==> src/rtl/joybus_pkg.sv <==
// Shared definitions for the joybus controller-frame receiver: FSM states,
// default 50 MHz timing constants and N64 field offsets within a 32-bit frame.
package joybus_pkg;

    typedef enum logic [2:0] {
        IDLE,
        WAIT_FALL,
        MEAS_LOW,
        MEAS_HIGH,
        CHECK,
        ERROR
    } state_e;

    // 50 MHz system clock: 1 us of line time is 50 clocks
    localparam int CLOCKS_PER_US       = 50;
    localparam int DEFAULT_FRAME_BITS  = 32;
    localparam int DEFAULT_BIT_THRESH  = 2 * CLOCKS_PER_US;
    localparam int DEFAULT_TIMEOUT     = 5 * CLOCKS_PER_US;
    localparam int DEFAULT_SYNC_STAGES = 2;

    localparam int BUTTONS_MSB = 31;
    localparam int BUTTONS_LSB = 16;
    localparam int STICK_X_MSB = 15;
    localparam int STICK_X_LSB = 8;
    localparam int STICK_Y_MSB = 7;
    localparam int STICK_Y_LSB = 0;

endpackage

==> src/rtl/joybus_sync.sv <==
// Multi-stage synchroniser for the asynchronous joybus line, preset to the idle
// level, followed by an edge detector built on a registered copy of the output.
module joybus_sync #(
    parameter int STAGES = 2
) (
    input  logic clock,
    input  logic reset,
    input  logic line_i,
    output logic level_o,
    output logic rise_o,
    output logic fall_o
);

    logic [STAGES-1:0] sync_q;
    logic              prev_q;

    always_ff @(posedge clock) begin
        if (reset) begin
            sync_q <= '1;
            prev_q <= 1'b1;
        end else begin
            sync_q <= {sync_q[STAGES-2:0], line_i};
            prev_q <= sync_q[STAGES-1];
        end
    end

    assign level_o = sync_q[STAGES-1];
    assign rise_o  = sync_q[STAGES-1] & ~prev_q;
    assign fall_o  = ~sync_q[STAGES-1] & prev_q;

endmodule

==> src/rtl/joybus_frame_receiver.sv <==
// Pulse-width joybus frame receiver: measures low/high times of the synchronised
// line, shifts decoded bits in MSB-first and validates the frame on idle timeout.
module joybus_frame_receiver
    import joybus_pkg::*;
#(
    parameter int FRAME_BITS     = DEFAULT_FRAME_BITS,
    parameter int BIT_THRESH     = DEFAULT_BIT_THRESH,
    parameter int TIMEOUT_CYCLES = DEFAULT_TIMEOUT,
    parameter int SYNC_STAGES    = DEFAULT_SYNC_STAGES
) (
    input  logic                              clock,
    input  logic                              reset,
    input  logic                              data_in,
    input  logic                              arm,
    output logic                              busy,
    output logic [FRAME_BITS-1:0]             frame_data,
    output logic                              frame_valid,
    output logic                              frame_error,
    output logic [$clog2(FRAME_BITS+2)-1:0]   bit_count
);

    localparam int CW  = $clog2(TIMEOUT_CYCLES + 1);
    localparam int BCW = $clog2(FRAME_BITS + 2);
    localparam logic [CW-1:0]  CNT_MAX = CW'(TIMEOUT_CYCLES);
    localparam logic [BCW-1:0] BC_FULL = BCW'(FRAME_BITS + 1);

    state_e                state_q;
    logic                  busy_q;
    logic                  frame_valid_q;
    logic                  frame_error_q;
    logic [FRAME_BITS-1:0] frame_data_q;
    logic [BCW-1:0]        bit_count_q;
    logic                  ovf_q;
    logic [FRAME_BITS:0]   shift_q;
    logic [CW-1:0]         low_cnt_q;
    logic [CW-1:0]         high_cnt_q;

    logic sIn;
    logic sRise;
    logic sFall;
    logic lowBit;
    logic lowTimeout;
    logic highTimeout;

    joybus_sync #(
        .STAGES (SYNC_STAGES)
    ) u_sync (
        .clock   (clock),
        .reset   (reset),
        .line_i  (data_in),
        .level_o (sIn),
        .rise_o  (sRise),
        .fall_o  (sFall)
    );

    // The counters miss the edge cycle itself, so the measured time is count+1
    assign lowBit      = (int'(low_cnt_q) + 1) < BIT_THRESH;
    assign lowTimeout  = (int'(low_cnt_q) + 1) >= TIMEOUT_CYCLES;
    assign highTimeout = (int'(high_cnt_q) + 1) >= TIMEOUT_CYCLES;

    always_ff @(posedge clock) begin
        if (reset) begin
            state_q       <= IDLE;
            busy_q        <= 1'b0;
            frame_valid_q <= 1'b0;
            frame_error_q <= 1'b0;
            frame_data_q  <= '0;
            bit_count_q   <= '0;
            ovf_q         <= 1'b0;
            shift_q       <= '0;
            low_cnt_q     <= '0;
            high_cnt_q    <= '0;
        end else begin
            frame_valid_q <= 1'b0;
            frame_error_q <= 1'b0;
            if (arm) begin
                state_q     <= WAIT_FALL;
                busy_q      <= 1'b1;
                bit_count_q <= '0;
                ovf_q       <= 1'b0;
            end else begin
                case (state_q)
                    WAIT_FALL: begin
                        if (sFall) begin
                            low_cnt_q <= '0;
                            state_q   <= MEAS_LOW;
                        end
                    end
                    MEAS_LOW: begin
                        if (sRise) begin
                            shift_q    <= {shift_q[FRAME_BITS-1:0], lowBit};
                            high_cnt_q <= '0;
                            state_q    <= MEAS_HIGH;
                            if (bit_count_q == BC_FULL) begin
                                ovf_q <= 1'b1;
                            end else begin
                                bit_count_q <= bit_count_q + 1'b1;
                            end
                        end else if (lowTimeout) begin
                            frame_error_q <= 1'b1;
                            busy_q        <= 1'b0;
                            state_q       <= ERROR;
                        end else if (low_cnt_q != CNT_MAX) begin
                            low_cnt_q <= low_cnt_q + 1'b1;
                        end
                    end
                    MEAS_HIGH: begin
                        if (sFall) begin
                            low_cnt_q <= '0;
                            state_q   <= MEAS_LOW;
                        end else if (highTimeout) begin
                            busy_q <= 1'b0;
                            // Validation happens on entry so the pulse is visible during CHECK/ERROR
                            if (bit_count_q == BC_FULL && !ovf_q) begin
                                frame_data_q  <= shift_q[FRAME_BITS:1];
                                frame_valid_q <= 1'b1;
                                state_q       <= CHECK;
                            end else begin
                                frame_error_q <= 1'b1;
                                state_q       <= ERROR;
                            end
                        end else if (high_cnt_q != CNT_MAX) begin
                            high_cnt_q <= high_cnt_q + 1'b1;
                        end
                    end
                    CHECK, ERROR: state_q <= IDLE;
                    default:      state_q <= IDLE;
                endcase
            end
        end
    end

    assign busy        = busy_q;
    assign frame_data  = frame_data_q;
    assign frame_valid = frame_valid_q;
    assign frame_error = frame_error_q;
    assign bit_count   = bit_count_q;

endmodule
==> config.mk <==
export PLATFORM = sky130hd
export DESIGN_NAME = joybus_frame_receiver
export DESIGN_NICKNAME = d
export VERILOG_FILES = /design/src/rtl/joybus_pkg.sv /design/src/rtl/joybus_sync.sv /design/src/rtl/joybus_frame_receiver.sv
export SDC_FILE = /design/constraint.sdc
export NUM_CORES = 1
export LEC_CHECK = 0
export CAP_MARGIN = 20
export CORE_MARGIN = 2
export CORE_UTILIZATION = 61
export CTS_CLUSTER_SIZE = 20
export DETAILED_ROUTE_END_ITERATION = 10
export GPL_ROUTABILITY_DRIVEN = 0
export GPL_TIMING_DRIVEN = 0
export PLACE_DENSITY = 0.85
export RECOVER_POWER = 100
export SLEW_MARGIN = 10
export SYNTH_ARGS = -nofsm -noshare
export SYNTH_HDL_FRONTEND = slang
export SYNTH_SLANG_ARGS = --single-unit
export TNS_END_PERCENT = 10
==> constraint.sdc <==
create_clock -name clock -period 4.4 [get_ports clock]
set_clock_uncertainty 0.2 [all_clocks]
set_input_delay 1.32 -clock clock [delete_from_list [all_inputs] [get_ports clock]]
set_output_delay 1.32 -clock clock [all_outputs]
set_load 0.005 [all_outputs]
==> results of run 1 <==
[cell families after synthesis]
family,synth area share (%)
DFF,45.20
buffers and inverters,5.737
xor gates and xnor gates,1.223
and+or+nand+nor,26.94
adders and majority gates,2.271
AOI/OAI and AO/OA,18.40
muxes,0.2330
[path summary, 6_finish.rpt]
kind	startpoint	endpoint	slack (ns)
setup / recovery	high_cnt_q[0]	high_cnt_q[3]	0.99
hold / removal	u_sync.sync_q[0]	u_sync.sync_q[1]	0.21
setup reg to reg	high_cnt_q[0]	high_cnt_q[3]	0.99
hold reg to reg	u_sync.sync_q[0]	u_sync.sync_q[1]	0.21
[layer usage]
metal,up-vias,share of wire (%),GRT usage (%)
met1,1842,45,33.47
met5,-,0,0
met3,14,4.7,4.241
met2,108,49,42.01
li1,2003,-,-
met4,0,1.8,9.091
[power by group through the flow]
stage	Sequential, mW	Clock [mW]	Combinational [mW]
floorplan	0.906	0	0.0484
CTS	0.886	0.548	0.0672
detailed placement	0.906	0	0.0669
global placement	0.906	0	0.0652
finish	0.886	0.542	0.0680
global route	0.887	0.589	0.0748
[critical path: stages (launching register included)]
cell and delay [ns]:
dfxtp_1 0.48, ha_1 0.19, clkbuf_1 0.32, nand4bb_1 0.19, o22ai_1 0.09, a211oi_1 0.51, nor3_1 0.12, nor4_1 0.81
nand2_1 0.20, o31ai_1 0.24
[through the flow]
stage	utilization, %	std cells
after floorplan	-	554
after global placement	71.20	692
after detailed placement	71.20	692
after CTS	73.81	708
after global routing	73.35	708
final	73.35	708
[sequential cells by signal (all words and copies together) (netlist names), 2 cells and up]
signal         cells
shift_q           33
frame_data        32
high_cnt_q         8
low_cnt_q          8
bit_count          6
state_q            3
u_sync.sync_q      2
[placed cells by master (no fill, tap or decap), types with 6 or more instances in the layout]
cell,netlist,layout
dfxtp_1,97,97
nand3_1,14,14
a21oi_1,77,77
a211oi_1,7,8
inv_1,11,11
buf_2,10,6
nand2b_1,7,7
nand2_1,159,159
nor3_1,14,14
clkbuf_8,0,9
clkbuf_1,19,28
ha_1,7,7
o21ai_0,11,11
nor2_1,34,34
dlygate4sd3_1,0,41
[final cells by class]
| type | count | area, µm² |
|---|---|---|
| multi-input combinational | 407 | 2097 |
| sequential | 97 | 1942 |
| fill | 552 | 1810 |
| timing repair buffer | 42 | 420.4 |
| buffer | 39 | 185.2 |
| clock buffer | 10 | 127.6 |
| tap | 96 | 120.1 |
| clock inverter | 6 | 50.05 |
| inverter | 11 | 41.29 |
==> metrics.cfg, run 1 <==
[logic_synthesis]
synthArstFlopShare_pct=0
avgSynthCellArea_um2=7.756
ys_ff_latch=97
synth_commonest_cells=159 x nand2_1, 97 x dfxtp_1, 77 x a21oi_1
synth_edf_count=0
yosys.area.top_type=dfxtp_1
synthCells=554
yosys.area.top_type_share_pct=45.20
ys.flop_type=dfxtp_1
synth.most_common_cell=nand2_1
yosys-top-cells-area=dfxtp_1 45%, nand2_1 14%, a21oi_1 9.0%
seq_area_frac_synth_pct=45.20
synth_fp_nets=565
syn-cell-area_um2=4297
yosysWarningCount=0
synth.distinct_cells=59

[cts]
cts.hold.buffers_added=0
cts_tree=built
clock-root-buffer=clkbuf_8
cts_htree_levels=3
numCtsBuffers=9
cts-resized-gates=0
insertion_delay_ns=0.36
cts_setup_buffers=0
clk_path_buf_depth=2
clock_sinks=97
path_clk_slew_ns=0.10

[timing]
finalMaxSlewViolations=0
slew_headroom_pct=37.68
rsz0062_at_grt=false
clock.fmax_mhz=293.2
finalHoldViolCount=0
setup_slack_ns=0.9892
finalSetupViolations=0
finalCriticalPeriod_ns=3.411
holdWs_ns=0.2116
fin_crit_sh_pct=77.52
tns_ns=0
tightestPinTransition_ns=0.9262

[placed_design]
io_buffers=42
dp_slack_ns=0.8887
post_dp_cell_area_um2=4837
hpwlAfterDp_um=6764

[setup_path]
r2r_cells=9
start_kind=flop
crit_arrival_ns=3.49
crit_type=reg -> reg
cp-end-kind=flop
worstPathRequired_ns=4.48
cp_max_fo=10

[min_path]
hold_depth=1
hp-class=reg -> reg

[floorplanning]
die_area_um2=7731
initial_core_util_pct=63.24
chipWidth_um=87.93
core_um2=6794
die_y_um=87.93
rows=30
pin_count=45

[global_routing]
grt.overflow.total=0
antenna_found_initial=0
grt_max_degree=18
grt_usage_pct=25.35
grt_pass1_vias=3456
grt_pass1_wl_um=15610

[detailed_routing]
final_antenna_net_count=0
route.detailed.drc=0
first_iter_violations=219
drt_wl_total_um=9519
wire_per_inst_um=13.44
vias=3967
first_pass_iters=5
vias_per_cell=5.603

[power_and_ir_drop]
ir_drop_mv=0.2352
p_total_mw=1.496
p_seq_share_pct=59.2
pwr-share-clk_pct=36.2
p_sw_share_pct=25.42
leakage_nw=1.730
p_int_mw=1.115
power.switching_uw=380.2
power_frac_comb_pct=4.5
p_per_area_nw_per_um2=300.1

[cells_and_area]
final_area_um2=4984
nNetsFinal=618
drive_gt1_share_pct=5.719
syn_to_final_growth_pct=15.99
diodes=0

[run_status]
status=completed

[run]
drv_cap=0

(Power assumes the default switching activity.)
==> run 2, diff against run 1 <==
CORE_UTILIZATION = 56   (was 61)
PLACE_DENSITY = 0.79   (was 0.85)
clock period = 3.45 ns   (was 4.4 ns; I/O delays follow)
==> run 2 against run 1 <==
- largest cell class unchanged
- sequential cell count unchanged
- largest power group unchanged
- first-iteration DRC count up 2.7%
- count of clock-buffer cells in the layout unchanged
- routed wire length down 2.7%
==> metrics.cfg, run 2 (synthesis gave the netlist of run 1 again) <==
[cells_and_area]
largest_reg_flops=33
final_common_cell=nand2_1
diodes=0
final_cell_mix=159 x nand2_1, 97 x dfxtp_1, 77 x a21oi_1
nNetsFinal=618
regMostFlops=shift_q
final_util_pct=68.46
drive_gt1_share_pct=6.373
syn_to_final_growth_pct=16.80

[detailed_routing]
first_pass_iters=5
route.detailed.drc=0
vias=3983
drt_wl_total_um=9263
vias_per_cell=5.602
final_antenna_net_count=0
wire_per_inst_um=13.03
first_iter_violations=225

[floorplanning]
chipWidth_um=91.60
pin_count=45
die_y_um=91.60
rows=31
core_um2=7331
initial_core_util_pct=58.61
die_area_um2=8390

[global_routing]
grt_pass1_vias=3516
grt_usage_pct=23.02
grt.overflow.total=0
grt_pass1_wl_um=15940
antenna_found_initial=0
grt_max_degree=19

[setup_path]
cp-startpoint=low_cnt_q[1]
slowest_delay_ns=0.44
cp-end-kind=flop
path_depth=10
start_kind=flop
cp_max_fo=10
crit_path_end=low_cnt_q[5]
cpLargestDelayFamily=simple AND/OR/NAND/NOR gates
r2r_cells=10
reg2reg_slack_ns=0.34
slowest_stage=nor4_1
worstPathRequired_ns=3.51
cp_cell_sequence=ha_1 > clkbuf_1 > nand2_1 > o31ai_1 > a32oi_1 > nor4_1 > or2_0 > clkbuf_1 > nor2_1 > a32o_1
crit_type=reg -> reg
crit_arrival_ns=3.17
crit_top_cell=clkbuf_1
r2r-start=low_cnt_q[1]
timing.critical_path.buf_inv=2
r2r_end=low_cnt_q[5]

[cts]
cts.hold.buffers_added=0
cts_setup_buffers=0
numCtsBuffers=9
clock_sinks=97
cts-resized-gates=0
path_clk_slew_ns=0.10
cts_htree_levels=3
clock-root-buffer=clkbuf_8
insertion_delay_ns=0.36
cts_tree=built
clk_path_buf_depth=2

[timing]
rsz0062_at_grt=false
slew_headroom_pct=38.13
clock.fmax_mhz=321.7
tns_ns=0
finalHoldViolCount=0
fin_crit_sh_pct=90.11
finalMaxSlewViolations=0
finalSetupViolations=0
tightestPinTransition_ns=0.9196
finalCriticalPeriod_ns=3.109

[placed_design]
hpwlAfterDp_um=6626
io_buffers=42

[min_path]
hold_depth=1
hp-class=reg -> reg

[run]
drv_cap=0

[power_and_ir_drop]
p_per_area_nw_per_um2=385.3
leakage_nw=1.748
ir_drop_mv=0.2687

[run_status]
status=completed

-- run 2: how the worst min path moves through the flow --
stage                     start          endpoint
2_1_floorplan  u_sync.sync_q[0]  u_sync.sync_q[1]
3_3_place_gp   u_sync.sync_q[0]  u_sync.sync_q[1]
3_5_place_dp   u_sync.sync_q[0]  u_sync.sync_q[1]
4_1_cts        u_sync.sync_q[0]  u_sync.sync_q[1]
5_1_grt        u_sync.sync_q[0]  u_sync.sync_q[1]
6_report       u_sync.sync_q[0]  u_sync.sync_q[1]
-- run 2: final cells by class --
cell class	instances	area, µm²
Sequential cell	97	1942
Multi-Input combinational cell	407	2102
Tap cell	99	123.9
Buffer	39	190.2
Clock buffer	10	137.6
Timing Repair Buffer	42	420.4
Inverter	11	41.29
Fill cell	618	2312
Clock inverter	6	61.31
-- run 2: where the power goes --
group	internal (mW)	leakage, nW	total, mW	switching, mW
Combinational	0.0244	0.868	0.0860	0.0616
Clock	0.298	0.0978	0.718	0.420
Sequential	1.12	0.782	1.13	0.00522
Total	1.45	1.75	1.93	0.486
-- run 2: layer usage --
metal | vias up | share of wire (%) | GRT usage, %
met4 | 0 | 1.3 | 6.313
met2 | 111 | 47 | 37.38
met1 | 1852 | 46 | 31.73
met3 | 15 | 5.0 | 3.734
met5 | - | 0 | 0
li1 | 2005 | - | -
-- run 2: worst register-to-register path, cell delays in order, from the launching register on --
cell	delay, ns
dfxtp_1	0.43
ha_1	0.25
clkbuf_1	0.36
nand2_1	0.11
o31ai_1	0.21
a32oi_1	0.13
nor4_1	0.44
or2_0	0.19
clkbuf_1	0.28
nor2_1	0.16
a32o_1	0.25
-- run 2: stage by stage --
| step | std cells | setup slack, ns | hold WS [ns] | power (mW) | cell area, µm² |
|---|---|---|---|---|---|
| global route | 711 | 0.1331 | 0.2625 | 2.015 | 5019 |
| detailed placement | 695 | 0.2546 | 0.1986 | 1.241 | 4841 |
| floorplan | 554 | 0.7874 | 0.1895 | 1.217 | 4297 |
| global placement | 695 | 0.2819 | 0.2005 | 1.240 | 4841 |
| CTS | 711 | 0.5134 | 0.2246 | 1.949 | 5040 |
| finish | 711 | 0.3410 | 0.2200 | 1.934 | 5019 |
